[config.mk]
export PLATFORM = sky130hd
export DESIGN_NAME = mul_share_arbiter_flat
export DESIGN_NICKNAME = d
export VERILOG_FILES = /design/src/rtl/mul_pkg.sv /design/src/rtl/mul_share_arbiter_if.sv /design/src/rtl/rr_pick.sv /design/src/rtl/mul_share_arbiter.sv /design/src/flat_wrapper.sv
export SDC_FILE = /design/constraint.sdc
export NUM_CORES = 1
export LEC_CHECK = 0
export ABC_AREA = 1
export CORE_ASPECT_RATIO = 0.8
export CORE_UTILIZATION = 35
export DETAILED_ROUTE_END_ITERATION = 10
export GPL_ROUTABILITY_DRIVEN = 0
export PLACE_DENSITY = 0.75
export SETUP_SLACK_MARGIN = 0.4
export SLEW_MARGIN = 20
export SYNTH_ARGS = -nofsm -noshare
export SYNTH_HDL_FRONTEND = slang
export SYNTH_SLANG_ARGS = --single-unit
[constraint.sdc]
create_clock -name clk -period 3.4 [get_ports clk]
set_input_delay 0.51 -clock clk [delete_from_list [all_inputs] [get_ports clk]]
set_output_delay 0.51 -clock clk [all_outputs]
set_load 0.02 [all_outputs]
[src/rtl/mul_pkg.sv]
// Shared definitions for the multiplier-sharing arbiter: default data width
// and the sequencer state encoding.
package mul_pkg;

  localparam int MUL_W = 16;

  typedef enum logic [1:0] {
    ST_IDLE = 2'd0,
    ST_WAIT = 2'd1,
    ST_CAPT = 2'd2
  } state_t;

endpackage

[src/rtl/mul_share_arbiter_if.sv]
// Requester-side bus of the multiplier arbiter: per-requester valid/ready
// accept handshake, packed operands, one-hot response pulse and shared result.
interface mul_share_arbiter_if import mul_pkg::*; #(
  parameter int N       = MUL_W,
  parameter int NUM_REQ = 4
);

  logic [NUM_REQ-1:0]   req_valid;
  logic [NUM_REQ*N-1:0] req_a;
  logic [NUM_REQ*N-1:0] req_b;
  logic [NUM_REQ-1:0]   req_ready;
  logic [NUM_REQ-1:0]   resp_valid;
  logic [N-1:0]         resp_out;
  logic                 busy;

  modport master (
    output req_valid, req_a, req_b,
    input  req_ready, resp_valid, resp_out, busy
  );

  modport slave (
    input  req_valid, req_a, req_b,
    output req_ready, resp_valid, resp_out, busy
  );

endinterface

[src/rtl/rr_pick.sv]
// Combinational round-robin picker: first asserted request at or above ptr,
// wrapping from NUM_REQ-1 back to 0.
module rr_pick #(
  parameter int NUM_REQ = 4
) (
  input  logic [NUM_REQ-1:0]         req,
  input  logic [$clog2(NUM_REQ)-1:0] ptr,
  output logic [NUM_REQ-1:0]         grant,
  output logic [$clog2(NUM_REQ)-1:0] idx,
  output logic                       any
);

  localparam int PW = $clog2(NUM_REQ);

  // Scan NUM_REQ positions starting at ptr; the first hit wins.
  always_comb begin
    int unsigned k;
    k     = 0;
    grant = '0;
    idx   = '0;
    any   = 1'b0;
    for (int unsigned i = 0; i < NUM_REQ; i++) begin
      k = (32'(ptr) + i) % NUM_REQ;
      if (!any && req[PW'(k)]) begin
        grant[PW'(k)] = 1'b1;
        idx           = PW'(k);
        any           = 1'b1;
      end
    end
  end

endmodule

[src/rtl/mul_share_arbiter.sv]
// Shares one registered multiplier among NUM_REQ requesters: round-robin
// accept, operand latch, LAT-cycle wait, product capture, one-hot response.
module mul_share_arbiter import mul_pkg::*; #(
  parameter int N       = MUL_W,
  parameter int NUM_REQ = 4,
  parameter int LAT     = 1
) (
  input  logic                clk,
  input  logic                rst,
  mul_share_arbiter_if.slave  bus,
  output logic [N-1:0]        mul_a,
  output logic [N-1:0]        mul_b,
  input  logic [N-1:0]        mul_out
);

  localparam int PW = $clog2(NUM_REQ);
  localparam int CW = $clog2(LAT + 1);

  state_t             state, state_nx;
  logic [PW-1:0]      rr_ptr;
  logic [PW-1:0]      own;
  logic [PW-1:0]      g_idx;
  logic [NUM_REQ-1:0] g_hot;
  logic               g_any;
  logic [CW-1:0]      cnt;
  logic [N-1:0]       op_a, op_b;
  logic [N-1:0]       resp_q;
  logic [NUM_REQ-1:0] resp_v;

  rr_pick #(.NUM_REQ(NUM_REQ)) u_pick (
    .req   (bus.req_valid),
    .ptr   (rr_ptr),
    .grant (g_hot),
    .idx   (g_idx),
    .any   (g_any)
  );

  // State register.
  always_ff @(posedge clk or negedge rst) begin
    if (!rst) state <= ST_IDLE;
    else      state <= state_nx;
  end

  // Next state, accept strobe (only offered in IDLE) and busy flag.
  always_comb begin
    state_nx      = state;
    bus.req_ready = '0;
    bus.busy      = 1'b0;
    unique case (state)
      ST_IDLE: begin
        bus.req_ready = g_hot;
        if (g_any) state_nx = ST_WAIT;
      end
      ST_WAIT: begin
        bus.busy = 1'b1;
        if (cnt == CW'(1)) state_nx = ST_CAPT;
      end
      ST_CAPT: begin
        bus.busy = 1'b1;
        state_nx = ST_IDLE;
      end
      default: state_nx = ST_IDLE;
    endcase
  end

  // Datapath: operand/owner latch on accept, wait countdown, product capture.
  always_ff @(posedge clk or negedge rst) begin
    if (!rst) begin
      rr_ptr <= '0;
      own    <= '0;
      cnt    <= '0;
      op_a   <= '0;
      op_b   <= '0;
      resp_q <= '0;
      resp_v <= '0;
    end else begin
      resp_v <= '0;
      unique case (state)
        ST_IDLE: begin
          if (g_any) begin
            op_a   <= bus.req_a[32'(g_idx) * N +: N];
            op_b   <= bus.req_b[32'(g_idx) * N +: N];
            own    <= g_idx;
            rr_ptr <= (g_idx == PW'(NUM_REQ - 1)) ? '0 : g_idx + PW'(1);
            cnt    <= CW'(LAT);
          end
        end
        ST_WAIT: cnt <= cnt - CW'(1);
        ST_CAPT: begin
          resp_q <= mul_out;
          resp_v <= NUM_REQ'(1) << own;
        end
        default: ;
      endcase
    end
  end

  assign mul_a          = op_a;
  assign mul_b          = op_b;
  assign bus.resp_out   = resp_q;
  assign bus.resp_valid = resp_v;

`ifndef SYNTHESIS
  // Handshake sanity: at most one grant, at most one response, no grant without a request.
  always_ff @(posedge clk) begin
    if (rst) begin
      assert ($onehot0(bus.req_ready)) else $error("req_ready not one-hot");
      assert ($onehot0(bus.resp_valid)) else $error("resp_valid not one-hot");
      assert ((bus.req_ready & ~bus.req_valid) == '0) else $error("grant without request");
    end
  end
`endif

endmodule

[src/flat_wrapper.sv]
// flat-port wrapper written by rule: the top's interface ports become plain ports
module mul_share_arbiter_flat import mul_pkg::*;
#(
  parameter int N       = MUL_W,
  parameter int NUM_REQ = 4,
  parameter int LAT     = 1
)
  (clk, rst, mul_a, mul_b, mul_out, bus_req_valid, bus_req_a, bus_req_b, bus_req_ready, bus_resp_valid, bus_resp_out, bus_busy);
  mul_share_arbiter_if #(.N(N), .NUM_REQ(NUM_REQ)) bus_i ();
  input  logic clk;
  input  logic rst;
  output logic [N-1:0] mul_a;
  output logic [N-1:0] mul_b;
  input  logic [N-1:0] mul_out;
  input wire logic [$bits(bus_i.req_valid)-1:0] bus_req_valid;
  input wire logic [$bits(bus_i.req_a)-1:0] bus_req_a;
  input wire logic [$bits(bus_i.req_b)-1:0] bus_req_b;
  output wire logic [$bits(bus_i.req_ready)-1:0] bus_req_ready;
  output wire logic [$bits(bus_i.resp_valid)-1:0] bus_resp_valid;
  output wire logic [$bits(bus_i.resp_out)-1:0] bus_resp_out;
  output wire logic [$bits(bus_i.busy)-1:0] bus_busy;
  assign bus_i.req_valid = bus_req_valid;
  assign bus_i.req_a = bus_req_a;
  assign bus_i.req_b = bus_req_b;
  assign bus_req_ready = bus_i.req_ready;
  assign bus_resp_valid = bus_i.resp_valid;
  assign bus_resp_out = bus_i.resp_out;
  assign bus_busy = bus_i.busy;
  mul_share_arbiter #(.N(N), .NUM_REQ(NUM_REQ), .LAT(LAT)) u_core (.clk(clk), .rst(rst), .bus(bus_i), .mul_a(mul_a), .mul_b(mul_b), .mul_out(mul_out));
endmodule
==> Word level (Yosys, flattened, before mapping) <==
Index checks and enable logic that the tools add are counted.
{ "word_totals": {"reg_bits": 59, "latch_bits": 0, "ram_bits": 0, "rom_bits": 0, "input_bits": 150, "out_inout_bits": 57, "word_cells": 85, "memories": 0} }
{ "op_classes": {"n_addsub": 5, "multipliers": 0, "div_mod_pow": 0, "magnitude_cmp": 8, "eq_ne": 5, "shift": 3, "mux": 37, "bitwise_logic": 3, "n_reduce_logical": 16} }
{ "ops": {"columns": ["operator", "n"], "rows": [
  ["$shiftx A64 B7 Y16", 2],
  ["$mux W4", 6],
  ["$mux W1", 14],
  ["$mux W2", 7],
  ["$lt A2 B3 Y1 const B", 4],
  ["$or A4 B4 Y4", 3],
  ["$bmux W1 S2", 4],
  ["$demux W1 S2", 4],
  ["$ge A2 B1 Y1 const B", 4],
  ["$logic_and A1 B1 Y1", 7],
  ["$reduce_and A2 Y1", 3],
  ["$add A2 B1 Y2 const B", 2],
  ["$add A2 B2 Y2 const B", 2],
  ["$eq A2 B2 Y1 const B", 2],
  ["$ne A2 B1 Y1 const B", 2],
  ["$pmux W2 S2", 1],
  ["$shl A1 B2 Y4 const A", 1],
  ["$logic_not A1 Y1", 3],
  ["$eq A2 B1 Y1 const B", 1],
  ["$logic_not A2 Y1", 1],
  ["$pmux W1 S2", 1],
  ["$reduce_bool A2 Y1", 1],
  ["$reduce_or A2 Y1", 1],
  ["$sub A1 B1 Y1 const B", 1]
]} }

==> Logic depth before layout (Yosys ltp) <==
{ "depth": {"depth_word": 14, "depth_mapped": 15, "mapped_depth_nobuf": 14} }

==> By module <==
Synthesis repeated with hierarchy kept, for this count alone.
{ "unflattened": {"hier_cells": 645, "area_unflattened_um2": 4063.9} }
{ "by_module_without_submodules": {"columns": ["module", "instances", "cells_each", "area_per_inst_um2", "seq_area_each_um2"], "rows": [
  ["mul_share_arbiter", 1, 571, 3623.5, 1476.4],
  ["rr_pick", 1, 74, 440.4, 0.0]
]} }

==> Worst setup path before layout <==
Ideal clock, no wire load.
{ "synth_path": {"kind": "reg2out", "startpoint": "reg u_core.rr_ptr[0]", "endpoint": "out bus_req_ready[0]", "t_arrival_ns": 1.942, "required_time_ns": 2.890, "setup_slack_ns": 0.948, "path_stages_with_launch": 11, "n_path_buf": 0, "path_cell_list": "dfrtp_1 inv_2 ha_1 inv_1 nand3_1 nand2_1 nand3_1 nor2_2 nand2_1 a31o_2 inv_1"} }
{ "synth_via": {"elab_chain_len": 13, "elab_cells_between_ends": 48, "classes_between": "add/sub (3); order compare (8); mux (24); bitwise (3); reduce/logical (10)"} }
{ "synth_rtl": {"columns": ["item", "line", "rtl"], "rows": [
  ["from (decl)", "mul_share_arbiter.sv:20", "logic [PW-1:0] rr_ptr;"],
  ["from (signal assigned)", "mul_share_arbiter.sv:84", "rr_ptr <= (g_idx == PW'(NUM_REQ - 1)) ? '0 : g_idx + PW'(1);"],
  ["parallel branches: the longest is 11 deep, another holds $lt A2 B3 Y1", null, null],
  ["$mux W4 (*)", "rr_pick.sv:24", "if (!any && req[PW'(k)]) begin"],
  ["$mux W4 (*)", "mul_share_arbiter.sv:49", "unique case (state)"],
  ["to (decl)", "flat_wrapper.sv:18", "output wire logic [$bits(bus_i.req_ready)-1:0] bus_req_ready;"]
]} }
Every way passes the cells marked *. The select of a mux whose other input is x is not followed.

==> Worst setup path in the final report <==
{ "layout_path": {"startpoint": "reg u_core.rr_ptr[0]", "endpoint": "out bus_req_ready[3]"} }
The elaborated chain is that of the path after synthesis.

==> PnR_summary.wiki <==
{| class="wikitable"
! Metric !! Value
|-
| Nature of the critical path startpoint || register
|-
| First-pass iteration count of the detailed router || 4
|-
| Share of post-route cells with drive strength above 1 || 0.0707
|-
| Number of antenna violations at the first check in global routing || 0
|-
| Type of element capturing the critical path || output pin
|-
| Number of levels in the clock H-tree || 3
|-
| Ys flop type || sky130_fd_sc_hd__dfrtp_1
|-
| Final Cycle Share || 0.839
|-
| All-layer global routing usage || 0.214
|-
| Synth unique cells || 31
|-
| HPWL after DPL || 9.42 mm
|-
| Number of synthesized register bits || 59
|-
| Library cell occupying the most area in the post-synthesis netlist || sky130_fd_sc_hd__dfrtp_1
|-
| Placed cells || 967
|-
| Fin Hold WS || 0.202 ns
|-
| Worst R2R Start || u_core.rr_ptr[0]
|-
| Row count || 35
|-
| Die outline area || 12200 um^2
|-
| Outcome || complete, no violations
|-
| Sequential-to-total area share from yosys stat || 0.357
|-
| Combined area of all synthesized cells || just over 4000 um^2
|-
| Critical path origin || u_core.rr_ptr[0]
|-
| Clock transition at the registers of the reported paths || 0.05 ns
|-
| Maximum clock frequency || approximately 350 MHz
|-
| Synth top cells by count || sky130_fd_sc_hd__nand2_1, sky130_fd_sc_hd__inv_1, sky130_fd_sc_hd__nand3_1, sky130_fd_sc_hd__dfrtp_1, sky130_fd_sc_hd__nand4_1
|-
| Series of cell instances along the critical path || inv_2 -> ha_1 -> inv_1 -> nand3_1 -> nand2_1 -> nand3_1 -> nor2_4 -> nand2_1 -> a31o_2 -> inv_1 -> clkbuf_2
|-
| Setup repair after global routing missed its margin || yes
|-
| Clock network latency to the later pin of the worst-skew pair || 0.32 ns
|-
| Via count of the first global-routing pass || 4182
|-
| Worst endpoint required time || 2.89 ns
|-
| Total via count after detailed routing || 4583
|-
| CTS tree || built
|-
| Delay of the slowest critical-path stage || about 0.39 ns
|-
| Static leakage || 3.37 nW
|-
| Synthesized area per cell || between 6 and 7 um^2
|-
| Floorplan Core Area || 11500 um^2
|-
| Count of warnings emitted by yosys || 0
|-
| Worst relative slew slack || 0.467
|-
| Power per cell area || 1060 nW/um^2
|-
| Detailed-route DRC error count || 0
|-
| Final setup TNS || 0 ns
|-
| # nets final || between 900 and 1000
|-
| Remaining number of nets flagged by the antenna check after routing || 0
|-
| Data arrival at the endpoint of the critical path || 2.34 ns
|-
| Crit-path max FO || 10
|-
| Effective utilization at floorplan || 0.359
|-
| Ratio of routed vias to standard cells || about 4.7
|-
| Wire length of the first global-routing pass || 20.4 mm
|-
| Remaining global-route overflow || 0
|-
| Final count of hold timing violations || 0
|-
| Area share of the leading cell type in the synthesized netlist || 0.357
|-
| Width of the die || 123 um
|-
| Routed wire per std cell || 13.1 um
|-
| DIE HEIGHT || between 90 and 100 um
|-
| Final setup skew || 0.00473 ns
|-
| Library cell contributing the largest single delay on the critical path || sky130_fd_sc_hd__dfrtp_1
|-
| IR Drop Worst-Case VDD || 0.479 mV
|-
| Number of enable-type register cells in the synthesized netlist || 0
|-
| Inserted Diodes || 0
|-
| Number of buffers added by the clock tree synthesis step || 9
|-
| Clock tree root buffer cell || sky130_fd_sc_hd__clkbuf_16
|-
| Transition time at the pin with the least slew margin || 0.799 ns
|-
| Min-Delay Path Class || in -> async
|-
| Input/output buffers || between 200 and 250
|-
| Routed WL || 12.9 mm
|-
| Clock tree sinks || 59
|-
| Number of buffers between clock root and the deepest sink || 2
|-
| Gate count of the mapped netlist || 634
|-
| Ys async rst share || 1.00
|-
| Kind of critical path || reg -> out
|-
| Final Setup Violations || 0
|-
| Max Slew Vio Count || 0
|-
| Clock period minus final worst setup slack || 2.85 ns
|-
| Area grow syn2layout || 58.8%
|-
| Max-cap violations || 0
|-
| Number of top-level pins || just over 200
|-
| Most numerous cell in the Yosys netlist || sky130_fd_sc_hd__nand2_1
|-
| Final standard cell count with taps included and fillers excluded || 983
|-
| Buffers & Inverters on Critical Path || 4
|-
| Maximum number of pins on one net before global-route repair || 66
|-
| Cell class contributing the biggest share of worst-path delay || simple AND/OR/NAND/NOR gates
|-
| FF-to-FF setup slack || 0.71 ns
|-
| Net Count, Synth || 796
|-
| Ranking of synthesized cells by area || sky130_fd_sc_hd__dfrtp_1, sky130_fd_sc_hd__nand2_1, sky130_fd_sc_hd__nand3_1, sky130_fd_sc_hd__inv_1, sky130_fd_sc_hd__nand4_1
|-
| 1st-iter DRT viols || 188
|}
==> final timing paths <==
| check | to | cells after the start |
|---|---|---|
| worst min register to register | u_core.bus.resp_valid[1] | 1 |
| worst min-delay path | u_core.bus.resp_out[6] | 1 |
| min in group clk | u_core.bus.resp_valid[1] | 1 |
| worst max register to register | u_core.mul_a[0] | 12 |
| max in group asynchronous | u_core.mul_a[11] | 2 |
| worst max-delay path | bus_req_ready[3] | 11 |
==> placed cells by master, fill, tap and decap left out <==
master / Yosys / layout
sky130_fd_sc_hd__inv_4: 0 / 1
sky130_fd_sc_hd__nand2_2: 4 / 4
sky130_fd_sc_hd__dfrtp_2: 0 / 1
sky130_fd_sc_hd__or2_0: 1 / 1
sky130_fd_sc_hd__clkinvlp_4: 0 / 4
sky130_fd_sc_hd__o21ai_0: 6 / 6
sky130_fd_sc_hd__inv_1: 99 / 98
sky130_fd_sc_hd__a22oi_1: 4 / 4
sky130_fd_sc_hd__dfrtp_1: 59 / 58
sky130_fd_sc_hd__buf_4: 7 / 10
sky130_fd_sc_hd__nand4_1: 26 / 26
sky130_fd_sc_hd__clkbuf_2: 1 / 4
sky130_fd_sc_hd__nand2_1: 250 / 250
sky130_fd_sc_hd__or2_2: 9 / 9
sky130_fd_sc_hd__clkbuf_16: 0 / 9
sky130_fd_sc_hd__nor3_1: 4 / 4
sky130_fd_sc_hd__or2_1: 9 / 9
sky130_fd_sc_hd__o22ai_1: 2 / 2
sky130_fd_sc_hd__clkinv_2: 0 / 3
sky130_fd_sc_hd__nor2_4: 2 / 3
sky130_fd_sc_hd__a31o_2: 2 / 2
sky130_fd_sc_hd__a21oi_1: 2 / 2
sky130_fd_sc_hd__nand3_1: 78 / 78
sky130_fd_sc_hd__clkdlybuf4s50_1: 0 / 201
sky130_fd_sc_hd__o21ai_1: 3 / 3
sky130_fd_sc_hd__o21ai_2: 1 / 1
sky130_fd_sc_hd__nand3b_1: 9 / 9
sky130_fd_sc_hd__ha_1: 12 / 12
sky130_fd_sc_hd__buf_12: 0 / 1
sky130_fd_sc_hd__nor2_1: 12 / 12
sky130_fd_sc_hd__nor2_2: 2 / 1
sky130_fd_sc_hd__nand3_2: 2 / 2
sky130_fd_sc_hd__a21boi_0: 1 / 1
sky130_fd_sc_hd__inv_2: 4 / 4
==> stage by stage <==
stage	utilization	total power, mW	cell area [um^2]	setup slack, ns
4_1_cts	0.570	7.03	6570	0.378
3_3_place_gp	0.547	6.14	6300	0.269
2_1_floorplan	-	4.61	4130	0.948
3_5_place_dp	0.547	6.19	6300	0.200
6_report	0.569	6.93	6560	0.546
5_1_grt	0.569	7.64	6560	0.391
==> cells by family after synthesis <==
kind of cell | after synthesis | share of synthesized area
AO/OA/AOI/OAI | 21 | 0.0318
adder cells (fa/ha/maj) | 12 | 0.0364
buffers and inverters | 134 | 0.133
flip-flops | 59 | 0.357
AND/OR/NAND/NOR | 408 | 0.441
==> registers in the layout, indices dropped and copies added (netlist names) <==
register,count
u_core.own,2
u_core.mul_a,16
u_core.mul_b,16
u_core.bus.resp_out,16
u_core.cnt,1
u_core.bus.resp_valid,4
u_core.rr_ptr,2
u_core.state,2
==> layout make-up <==
type | count | area (um^2)
clock buffers | 9 | 225
clock inverters | 7 | 45.0
fillers | 1129 | 4960
inverters | 103 | 389
multi-input cells | 441 | 2110
flip-flops and latches | 59 | 1480
well taps | 148 | 185
repair buffers | 216 | 2130
==> metal layers <==
layer  up-vias  track usage  wire length, um
li1       2355            -                -
met5         -            0                0
met1      2013        0.281             5740
met3        13       0.0780             1430
met2       202        0.336             5590
met4         0       0.0463              123
==> report_power, final <==
| part | internal, mW | switching [mW] |
|---|---|---|
| registers | 1.07 | 0.202 |
| clock network | 0.488 | 0.321 |
| logic | 1.86 | 2.98 |
| total | 3.42 | 3.51 |
==> repair_timing <==
action	in CTS	in global routing
endpoints found under the setup margin	4	13
pin swaps	0	1
gates resized for setup	8	8
buffers inserted	0	0
hold buffers	0	0
cloned	0	0
Note: power is estimated with default switching activity, not from simulation.
